### config.mk
export PLATFORM = sky130hd
export DESIGN_NAME = log_scale_axis
export DESIGN_NICKNAME = d
export VERILOG_FILES = /design/src/rtl/log_scale_pkg.sv /design/src/rtl/leading_one_detect.sv /design/src/rtl/log_scale_axis.sv
export SDC_FILE = /design/constraint.sdc
export NUM_CORES = 1
export LEC_CHECK = 0
export CAP_MARGIN = 0
export CORE_ASPECT_RATIO = 2
export CORE_MARGIN = 5
export CORE_UTILIZATION = 50
export DETAILED_ROUTE_END_ITERATION = 7
export PLACE_DENSITY_LB_ADDON = 0.2
export SLEW_MARGIN = 20
export SYNTH_ARGS = -nofsm -noshare
export SYNTH_HDL_FRONTEND = slang
export SYNTH_HIERARCHICAL = 1
export SYNTH_SLANG_ARGS = --single-unit
export TNS_END_PERCENT = 1
### constraint.sdc
create_clock -name clk -period 7.8 [get_ports clk]
set_input_delay 1.17 -clock clk [delete_from_list [all_inputs] [get_ports clk]]
set_output_delay 1.17 -clock clk [all_outputs]
set_load 0.02 [all_outputs]
### src/rtl/log_scale_pkg.sv
// log_scale_pkg: shared constants and elaboration-time helpers for log_scale_axis.
// Latency: n/a (functions evaluated at elaboration only).
// Backpressure: n/a.
// Contents: out_width() gives the output width, lut_entry() gives one fractional LUT entry.
package log_scale_pkg;

    // Fractional bits of the fixed-point working value used by lut_entry().
    localparam int LUT_CALC_P = 30;

    // Output width is the integer part (enough bits to hold the leading-one
    // index) followed by the fractional part.
    function automatic int out_width(input int in_w, input int frac_w);
        return $clog2(in_w) + frac_w;
    endfunction

    // round(log2(1 + idx/2^lut_bits) * 2^frac_w), saturated to 2^frac_w-1.
    // Uses the square-and-compare method in integer arithmetic so no real
    // math is needed: every squaring doubles the log, and a result >= 2
    // yields a 1 bit. One extra bit is produced so it can be rounded.
    function automatic int lut_entry(input int idx, input int lut_bits, input int frac_w);
        logic [63:0] y;
        int          bits;
        int          val;
        y    = ((64'd1 << lut_bits) + 64'(idx)) << LUT_CALC_P;
        y    = y >> lut_bits;
        bits = 0;
        for (int k = 0; k < frac_w + 1; k++) begin
            y    = (y * y) >> LUT_CALC_P;
            bits = bits * 2;
            if (y >= (64'd2 << LUT_CALC_P)) begin
                bits = bits + 1;
                y    = y >> 1;
            end
        end
        val = (bits + 1) >> 1;
        if (val > (1 << frac_w) - 1) begin
            val = (1 << frac_w) - 1;
        end
        return val;
    endfunction

endpackage

### src/rtl/leading_one_detect.sv
// leading_one_detect: combinational priority encoder returning the index of the highest set bit.
// Latency: 0 cycles (pure combinational).
// Backpressure: n/a.
// Ports: vec (W-bit input), pos ($clog2(W)-bit index, 0 when vec is all zero).
module leading_one_detect #(
    parameter  int W  = 32,
    localparam int OW = (W > 1) ? $clog2(W) : 1
) (
    input  logic [W-1:0]  vec,
    output logic [OW-1:0] pos
);

    // Ascending scan: the last set bit seen is the most significant one.
    always_comb begin
        pos = '0;
        for (int i = 0; i < W; i++) begin
            if (vec[i]) begin
                pos = OW'(i);
            end
        end
    end

endmodule

### src/rtl/log_scale_axis.sv
// log_scale_axis: streaming log2 magnitude converter with offset subtraction and per-frame peak.
// Latency: 3 cycles from input handshake to out_valid when not stalled; 1 beat/cycle throughput.
// Backpressure: whole pipeline holds when out_valid & ~out_ready; in_ready drops in the same cycle.
// Ports: clk/rst (sync, active-high); in_data/in_valid/in_last/in_ready input stream;
//        cfg_offset static offset; out_data/out_valid/out_last/out_ready output stream;
//        peak_data/peak_valid per-frame maximum with a one-cycle update pulse.
module log_scale_axis
    import log_scale_pkg::*;
#(
    parameter  int IN_W     = 32,
    parameter  int FRAC_W   = 3,
    parameter  int LUT_BITS = 4,
    localparam int INT_W    = $clog2(IN_W),
    localparam int OUT_W    = out_width(IN_W, FRAC_W)
) (
    input  logic             clk,
    input  logic             rst,
    input  logic [IN_W-1:0]  in_data,
    input  logic             in_valid,
    input  logic             in_last,
    output logic             in_ready,
    input  logic [OUT_W-1:0] cfg_offset,
    output logic [OUT_W-1:0] out_data,
    output logic             out_valid,
    output logic             out_last,
    input  logic             out_ready,
    output logic [OUT_W-1:0] peak_data,
    output logic             peak_valid
);

    localparam int LUT_DEPTH = 1 << LUT_BITS;

    // Single enable for every stage: bubbles are not squeezed out, so the
    // pipe advances only when the output register is empty or being taken.
    logic en;
    assign en       = out_ready | ~out_valid;
    assign in_ready = en;

    // Fractional-part table, fixed at elaboration.
    logic [FRAC_W-1:0] lut [LUT_DEPTH];
    for (genvar g = 0; g < LUT_DEPTH; g++) begin : g_lut
        assign lut[g] = FRAC_W'(lut_entry(g, LUT_BITS, FRAC_W));
    end

    // ---------------- Stage 1: exponent and normalisation ----------------
    logic [INT_W-1:0] lead;
    logic [IN_W-1:0]  shifted;

    leading_one_detect #(
        .W (IN_W)
    ) u_lod (
        .vec (in_data),
        .pos (lead)
    );

    // Moves the leading one to the MSB; zero input stays zero (lead = 0).
    assign shifted = in_data << (INT_W'(IN_W - 1) - lead);

    logic             s1_vld;
    logic             s1_last;
    logic [INT_W-1:0] s1_exp;
    logic [IN_W-1:0]  s1_norm;

    always_ff @(posedge clk) begin
        if (rst) begin
            s1_vld  <= 1'b0;
            s1_last <= 1'b0;
            s1_exp  <= '0;
            s1_norm <= '0;
        end else if (en) begin
            s1_vld  <= in_valid;
            s1_last <= in_last;
            if (in_valid) begin
                s1_exp  <= lead;
                s1_norm <= shifted;
            end
        end
    end

    // ---------------- Stage 2: LUT refinement ----------------
    // Mantissa bits below the leading one, zero-padded so narrow inputs
    // still yield a full LUT_BITS address.
    logic [IN_W-2+LUT_BITS:0] mant_ext;
    logic [LUT_BITS-1:0]      idx;

    assign mant_ext = {s1_norm[IN_W-2:0], {LUT_BITS{1'b0}}};
    assign idx      = mant_ext[IN_W-2+LUT_BITS -: LUT_BITS];

    // The implied leading one and the mantissa bits past the LUT address
    // carry no information for the result.
    logic unused_bits;
    assign unused_bits = ^{s1_norm[IN_W-1], mant_ext[IN_W-2:0]};

    logic             s2_vld;
    logic             s2_last;
    logic [OUT_W-1:0] s2_raw;

    always_ff @(posedge clk) begin
        if (rst) begin
            s2_vld  <= 1'b0;
            s2_last <= 1'b0;
            s2_raw  <= '0;
        end else if (en) begin
            s2_vld  <= s1_vld;
            s2_last <= s1_last;
            if (s1_vld) begin
                s2_raw <= {s1_exp, lut[idx]};
            end
        end
    end

    // ---------------- Stage 3: offset with floor at zero ----------------
    logic [OUT_W-1:0] sub_res;
    assign sub_res = (s2_raw >= cfg_offset) ? (s2_raw - cfg_offset) : '0;

    always_ff @(posedge clk) begin
        if (rst) begin
            out_valid <= 1'b0;
            out_last  <= 1'b0;
            out_data  <= '0;
        end else if (en) begin
            out_valid <= s2_vld;
            out_last  <= s2_last;
            if (s2_vld) begin
                out_data <= sub_res;
            end
        end
    end

    // ---------------- Peak tracking on output handshakes ----------------
    logic             out_hs;
    logic [OUT_W-1:0] acc;
    logic [OUT_W-1:0] frame_max;

    assign out_hs    = out_valid & out_ready;
    assign frame_max = (acc > out_data) ? acc : out_data;

    always_ff @(posedge clk) begin
        if (rst) begin
            acc        <= '0;
            peak_data  <= '0;
            peak_valid <= 1'b0;
        end else begin
            peak_valid <= 1'b0;
            if (out_hs) begin
                if (out_last) begin
                    // Close the frame; the last beat itself takes part.
                    peak_data  <= frame_max;
                    peak_valid <= 1'b1;
                    acc        <= '0;
                end else begin
                    acc <= frame_max;
                end
            end
        end
    end

endmodule

; ---- Yosys cells after proc, flatten, opt, wreduce, memory -nomap -nowiden
; Memory sizes are Yosys's and may differ from the RTL's. A register that Yosys moved wholly into a read port is not among the register bits.
; Index checks and enable logic that the tools add are counted.
[classes]
addsub = 2
order_cmp = 3
shifts = 1
n_mux = 37
n_bitwise = 5
reduce_logical = 5
[op_table]
columns = op, count
row1 = $mux W5, 16
row2 = $mux W4, 8
row3 = $shl A32 B5 Y31, 1
row4 = $mux W8, 3
row5 = $mux W3, 6
row6 = $ge A8 B8 Y1, 1
row7 = $gt A8 B8 Y1, 1
row8 = $reduce_and A2 Y1, 4
row9 = $sub A8 B8 Y8, 1
row10 = $ge A5 B5 Y1 const B, 1
row11 = $not A4 Y5, 1
row12 = $sub A5 B5 Y5 const A, 1
row13 = $mux W2, 2
row14 = $mux W1, 2
row15 = $not A1 Y1, 2
row16 = $reduce_or A2 Y1, 1
row17 = $and A1 B1 Y1, 1
row18 = $or A1 B1 Y1, 1
[word_totals]
ff_bits = 75
rom_bits = 48
in_bits = 45
out_inout_bits = 20
elab_cells = 67
memories = 1
[memory_table]
columns = name, words, width, read_ports, rd_clocked_by_memory_dff, write_ports, line_no
row1 = (no name shown), 16, 3, 1, 1, 0, log_scale_axis.sv:107  ; s2_raw <= {s1_exp, lut[idx]};

; ---- Logic depth before layout (Yosys ltp)
; Gate-level depths: netlist (run 1).
[depth]
ltp_word = 33
mapped_depth = 12
ltp_nobuf = 10

; ---- By module
; Netlist (run 1), hierarchy kept.
[modules_own_cells]
columns = mod, instances, cells_per_inst, area_per_inst_um2
row1 = log_scale_axis, 1, 364, 3313.2
row2 = leading_one_detect, 1, 60, 352.8

; ---- Worst setup path after synthesis (run 1)
; OpenSTA, ideal clock, no wires.
[synth_timing]
path_kind = input -> register
startpoint = input port in_data[12]
endpoint = register s1_norm[28]
arrival_ns = 3.700
required_ns = 7.666
slack_ns = 3.966
cell_stages = 9
path_buffers = 1
path_cell_list = or3_1 a221oi_1 o21ai_1 a221oi_2 buf_6 mux4_1 mux4_2 a211oi_1 a211oi_1
[synth_via]
elab_chain_cells = 22
[synth_rtl]
columns = element, line_no
row1 = "start, declared", log_scale_axis.sv:18  ; input logic [IN_W-1:0] in_data,
row2 = $mux W4 (4 in series), leading_one_detect.sv:17  ; if (vec[i]) begin
row3 = $mux W5 (16 in series), leading_one_detect.sv:17
row4 = net lead[0], log_scale_axis.sv:46  ; logic [INT_W-1:0] lead;
row5 = $sub A5 B5 Y5, log_scale_axis.sv:57  ; assign shifted = in_data << (INT_W'(IN_W - 1) - lead);
row6 = $shl A32 B5 Y31, log_scale_axis.sv:57
row7 = "end signal, assigned", log_scale_axis.sv:75  ; s1_norm <= shifted;
row8 = "end, declared", log_scale_axis.sv:62  ; logic [IN_W-1:0] s1_norm;
; The timed path passes the listed nets, and every way through them passes these cells.
; A chain may end at the register's enable or synchronous reset.

; ---- Final worst setup path (run 1)
[layout_timing]
startpoint = input port in_data[12]
endpoint = register s1_norm[27]
; Same word-level chain as after synthesis.

==> results of run 1 <==
[final cells by class]
| cell class | instances | area, um2 |
|---|---|---|
| clock inverter | 1 | 5.00 |
| sequential | 48 | 961 |
| timing repair buffer | 67 | 663 |
| multi-input combinational | 326 | 2500 |
| inverter | 29 | 109 |
| tap | 92 | 115 |
| fill | 640 | 2730 |
| clock buffer | 6 | 129 |
[metal layers]
layer / track usage [%] / vias up
met5: 0 / -
met1: 18.0 / 1679
met4: 16.7 / 0
met3: 2.90 / 42
met2: 44.6 / 110
li1: - / 1698
[sequential cells by signal (all words and copies together), names as in the netlist]
register    count
acc             8
out_data        8
peak_data       8
s2_raw          8
s1_exp          5
s1_norm         4
out_last        1
out_valid       1
peak_valid      1
s1_last         1
s1_vld          1
s2_last         1
s2_vld          1
[worst min path at each step]
stage	end	slack, ps	cells after the start
floorplan	s1_last	430	2
global route	s1_exp[0]	470	2
detailed placement	s2_raw[6]	440	2
global placement	s2_raw[6]	440	2
CTS	s2_raw[6]	450	2
finish	s2_raw[6]	450	2
[metrics by stage]
step,setup slack (ps),cells,hold slack [ps],utilization [%],power (uW)
after global placement,3140,562,436,60.3,413
after global routing,3080,569,470,62.2,641
after CTS,3350,569,453,62.2,617
after detailed placement,3060,562,444,60.3,416
final,3350,569,454,62.2,616
after floorplan,3970,424,432,-,361
[worst min-delay path, stage by stage (launching register included)]
cell	delay (ps)
dfxtp_1	310
nand2_1	50
a21oi_1	50
[kinds of logic after synthesis]
logic type,share of synthesized area [%]
simple gates,16.6
compound gates,21.4
buf+inv,5.94
mux,21.7
flops,26.2
fa+ha+maj,6.69
xor+xnor,1.43
[power groups by stage]
| stage | Combinational [uW] | Clock, uW | Sequential (uW) |
|---|---|---|---|
| 2_1_floorplan | 97.5 | 0 | 263 |
| 3_3_place_gp | 149 | 0 | 264 |
| 3_5_place_dp | 152 | 0 | 264 |
| 4_1_cts | 152 | 206 | 259 |
| 5_1_grt | 166 | 215 | 260 |
| 6_report | 152 | 205 | 259 |
[cells in the final DEF, fill, tap and decap left out, drive strengths merged, types with 2 or more instances in the layout]
cell and n:
a2111oi 3, o31ai 2, o21bai 2, or3 3, o21ai 22, ha 18
o311ai 2, a21o 2, a21oi 45, mux4 22, a221oi 3, nand3 6
xor2 2, buf 3, nand2 54, nor4 4, nand2b 3, nor2 31
mux2 6, clkbuf 6, a31oi 4, nand4 3, o32ai 5, clkdlybuf4s50 64
a22oi 6, nor2b 7, a211oi 10, o211ai 5, dfxtp 48, and2 3
inv 29, nor3 8, or4 5, mux2i 20, a31o 2, xnor2 4
a21boi 3
==> out/results.txt, run 1 <==
Worst VDD drop: 0.0797 mV
ys flop type: dfxtp_1
CP cell instances: clkdlybuf4s50_1 > or3_1 > a221oi_1 > o21ai_1 > a221oi_4 > buf_4 > mux4_1 > mux2_2 > a2111oi_0 > a2111oi_0
Max Cap Viol: 0
Ports: 65
DRC errors left: 0
switching share of power: 27.7%
post-synth top area share: 26.2%
CTS tree: built
Worst Min Path Start: s1_exp[3]
Clock power frac: 33.3%
die span in y: 131 um
Startpoint Class: input port
Chip Width: 70.5 um
final wirelength: 9880 um
Leak: 0.00171 uW
clock sinks: 48
crit path buf inv count: 2
clk root buf: clkbuf_16
die area: 9250 um2
CTS clk-pin slew, worst paths: 60 ps
kind of cell adding the most delay to the critical path: compound AO/OA/AOI/OAI gates
Final Hold Fails: 0
peak fanout along the critical path: 40
Worst Max-Slew Pin Slew: 933 ps
R2R setup slack: 5080 ps
syn avg cell area: 8.65 um2
setup TNS: 0 ps
asr flop ratio synth: 0%
DRT Pass-1 Iters: 4
Setup CP Type: in2reg
Post-synth EDFFs: 0
Setup Buffers After CTS: 0
Net Switching: 171 uW
Cell Area, Synth: 3670 um2
grt ovf: 0
routability cong.: 0.875
crit end category: register
CP max stage delay: 630 ps
DP HPWL: 7780 um
Critical Path Sink: s1_norm[27]
# setup viols final: 0
reg-to-reg endpoint: acc[3]
Crit path required time: 7950 ps
ranking of synthesized cells by area: dfxtp_1, mux4_2, mux4_1, a21oi_1, ha_1
# resized after CTS: 0
Cell variety after synth: 56
WP depth: 10
worst reg2reg path depth: 7
WL/cell: 17.4 um
fin crit share: 57.1%
hold_buf cts: 0
Via Count: 3529
Iter 0 DRT Violations: 176
Critical Path Start: in_data[12]
most common cell in the netlist: nand2_1
# diodes: 0
cts bufs inserted: 5
RR Startpoint: out_data[6]
PwrDens: 137 nW/um2
Mapped Cells: 424
H-tree Lvls: 2
DR top layer: met4
antenna violations before repair: 0
met3 WL: 430 um
Critical Path AT: 4610 ps
clock latency on the worst-skew pair: 290 ps
Starting Density: 50.8%
top cells by count, synth: nand2_1, dfxtp_1, a21oi_1, nor2_1, inv_1
Routed met1 length: 3110 um
row count: 44
vias per inst: 6.20
warnings from Yosys: 9
final instance area: 4480 um2
final period demand of the worst path: 4450 ps
RSZ-0062 raised after global routing: no
Fmax achieved: 225 MHz
CP max-delay cell: mux4_1
vias in the first global route: 3576
CTS Buffer Depth: 2
GRT Util Overall: 21.8%
Post-Synthesis Net Count: 488
Slew Viols, Final: 0
Comb power frac: 24.7%
# port buffers: 64
pin count of the biggest net entering global routing: 41
Synth area leader: dfxtp_1
CP most frequent cell: a2111oi_0
Net count, final: 541
sequential share of power: 42.0%
sequential share of the synthesized area: 26.2%
core area: 7210 um2
#FFs+latches synth: 48
placed instance area: 4350 um2
max_slew headroom: 37.6%
met2 wire len: 5670 um
Post-DRT Antenna Nets: 0
global-route wire length before repair: 16000 um
layout cell share with drive strength beyond 1: 7.13%
Internal Power: 446 uW
HP Class: reg2reg
Syn-to-layout area delta: 22.3%
outcome: finished, final reports clean
Layout Skew: 6.05 ps
Note: power is estimated with default switching activity, not from simulation.
==> run 2: changes to the inputs <==
Clock period 7.8 ns to 4.3 ns, I/O delays scaled along.
==> out/results.txt, run 2 (synthesis results as in run 1) <==
DR top layer: met4
GRT Util Overall: 21.4% (-0.39 points)
Post-DRT Antenna Nets: 0 (unchanged)
peak fanout along the critical path: 19 (-53%)
vias in the first global route: 3461 (-3.2%)
HP Class: reg2reg
clock sinks: 48 (unchanged)
# setup viols final: 0 (unchanged)
Final Hold Fails: 0 (unchanged)
crit path buf inv count: 2 (unchanged)
DRC errors left: 0 (unchanged)
CP cell instances: clkdlybuf4s50_1 > or3_1 > a221oi_1 > o21ai_1 > a221oi_4 > buf_4 > mux4_2 > mux4_2 > a21oi_1 > a21oi_1
# port buffers: 64 (unchanged)
WHS Endpoint: s2_raw[6]
WHS Path Cells: 2 (unchanged)
Leak: 0.00176 uW (+2.6%)
Net count, final: 548 (+1.3%)
Iter 0 DRT Violations: 161 (-8.5%)
FF+latch area: 961 um2 (unchanged)
Critical Path AT: 4090 ps (-520 ps)
layout cell share with drive strength beyond 1: 8.87% (+1.7 points)
Via Count: 3523 (-0.17%)
R2R setup slack: 1710 ps (-3370 ps)
# diodes: 0 (unchanged)
CP max stage delay: 540 ps (-90 ps)
met2 wire len: 5680 um (+0.21%)
Starting Density: 50.8% (unchanged)
Chip Width: 70.5 um (unchanged)
Crit path required time: 4470 ps (-3480 ps)
hold_buf cts: 0 (unchanged)
CTS Buffer Depth: 2 (unchanged)
commonest non-fill, non-tap cell in the layout: clkdlybuf4s50_1
WL/cell: 17.1 um (-1.4%)
Worst VDD drop: 0.156 mV (+95%)
met3 WL: 445 um (+3.5%)
RR Startpoint: out_data[6]
# resized after CTS: 0 (unchanged)
core area: 7210 um2 (unchanged)
CP max-delay cell: a221oi_4
pin count of the biggest net entering global routing: 38 (-7.3%)
final period demand of the worst path: 3920 ps
area of the multi-input gates: 2500 um2 (unchanged)
Routed met1 length: 3160 um (+1.6%)
H-tree Lvls: 2 (unchanged)
most frequent cells in the layout: clkdlybuf4s50_1, nand2_1, dfxtp_1
Ports: 65 (unchanged)
crit end category: register
reg-to-reg endpoint: acc[3]
PwrDens: 249 nW/um2 (+81%)
vias per inst: 6.11 (-1.6%)
CTS tree: built
final setup margin: 381 ps (-2970 ps)
kind of cell adding the most delay to the critical path: compound AO/OA/AOI/OAI gates
setup TNS: 0 ps (unchanged)
global-route wire length before repair: 15700 um (-2.0%)
Startpoint Class: input port
DP HPWL: 7830 um (+0.62%)
RSZ-0062 raised after global routing: no
worst slack at placement: 134 ps (-2920 ps)
antenna violations before repair: 0 (unchanged)
clock latency on the worst-skew pair: 300 ps (about the same)
Layout Skew: 7.33 ps (+1.29 ps)
Setup CP Type: in2reg
cts bufs inserted: 5 (unchanged)
clk root buf: clkbuf_16
Worst Min Path Start: s1_exp[3]
die area: 9250 um2 (unchanged)
Fmax achieved: 255 MHz
Fill cells: 617 (-3.6%)
die span in y: 131 um (unchanged)
row count: 44 (unchanged)
final wirelength: 9880 um (about the same)
Setup Buffers After CTS: 0 (unchanged)
Syn-to-layout area delta: 24.4%
routability cong.: 0.833 (-4.8%)
Slew Viols, Final: 0 (unchanged)
grt ovf: 0 (unchanged)
fin crit share: 91.1%
Max Cap Viol: 0 (unchanged)
worst reg2reg path depth: 7 (unchanged)
Worst Max-Slew Pin Slew: 883 ps (-49.8 ps)
CTS clk-pin slew, worst paths: 60 ps (about the same)
outcome: finished, final reports clean
max_slew headroom: 40.9% (+3.3 points)
DRT Pass-1 Iters: 4 (unchanged)
-- run 2: worst register-to-register path, delay by kind of cell (launching register included) --
kind | cells | cell delay [ps]
buffers and inverters | 1 | 80
adders and majority gates | 1 | 350
DFF | 1 | 390
and+or+nand+nor | 1 | 530
AOI/OAI and AO/OA | 4 | 1150
-- run 2: worst max path at each step --
stage | from | endpoint | cells past startpoint
floorplan | in_data[12] | s1_norm[28] | 9
global placement | in_data[12] | s1_norm[30] | 10
detailed placement | in_data[12] | s1_norm[29] | 10
CTS | in_data[12] | s1_norm[29] | 10
global route | in_data[12] | s1_norm[29] | 10
finish | in_data[12] | s1_norm[29] | 10
-- run 2: area by class of cell --
cell class / instances / area share, %
well taps: 92 / 2.52
repair buffers: 74 / 16.0
multi-input cells: 326 / 54.9
clock buffers: 5 / 2.74
clock inverters: 3 / 0.412
flip-flops and latches: 48 / 21.1
inverters: 29 / 2.39
-- run 2: report_power, final --
group | leakage [uW] | switching [uW] | internal [uW]
Clock | 0.0000736 | 169 | 214
Sequential | 0.000391 | 11.5 | 459
Combinational | 0.00129 | 137 | 143
-- run 2: per-stage QoR --
stage / utilization [%] / hold slack (ps) / cells / instance area [um2] / power, uW
after floorplan: - / 432 / 424 / 3670 / 654
after global placement: 61.2 / 438 / 569 / 4420 / 751
after detailed placement: 61.2 / 444 / 569 / 4420 / 760
after CTS: 63.2 / 453 / 577 / 4560 / 1140
after global routing: 63.2 / 473 / 577 / 4560 / 1190
final: 63.2 / 451 / 577 / 4560 / 1130
-- run 2: routing by layer --
layer  global-route usage [%]  up-vias
met3                     2.98       39
met2                     44.1      117
li1                         -     1711
met4                     15.7        0
met1                     17.5     1656
met5                        0        -
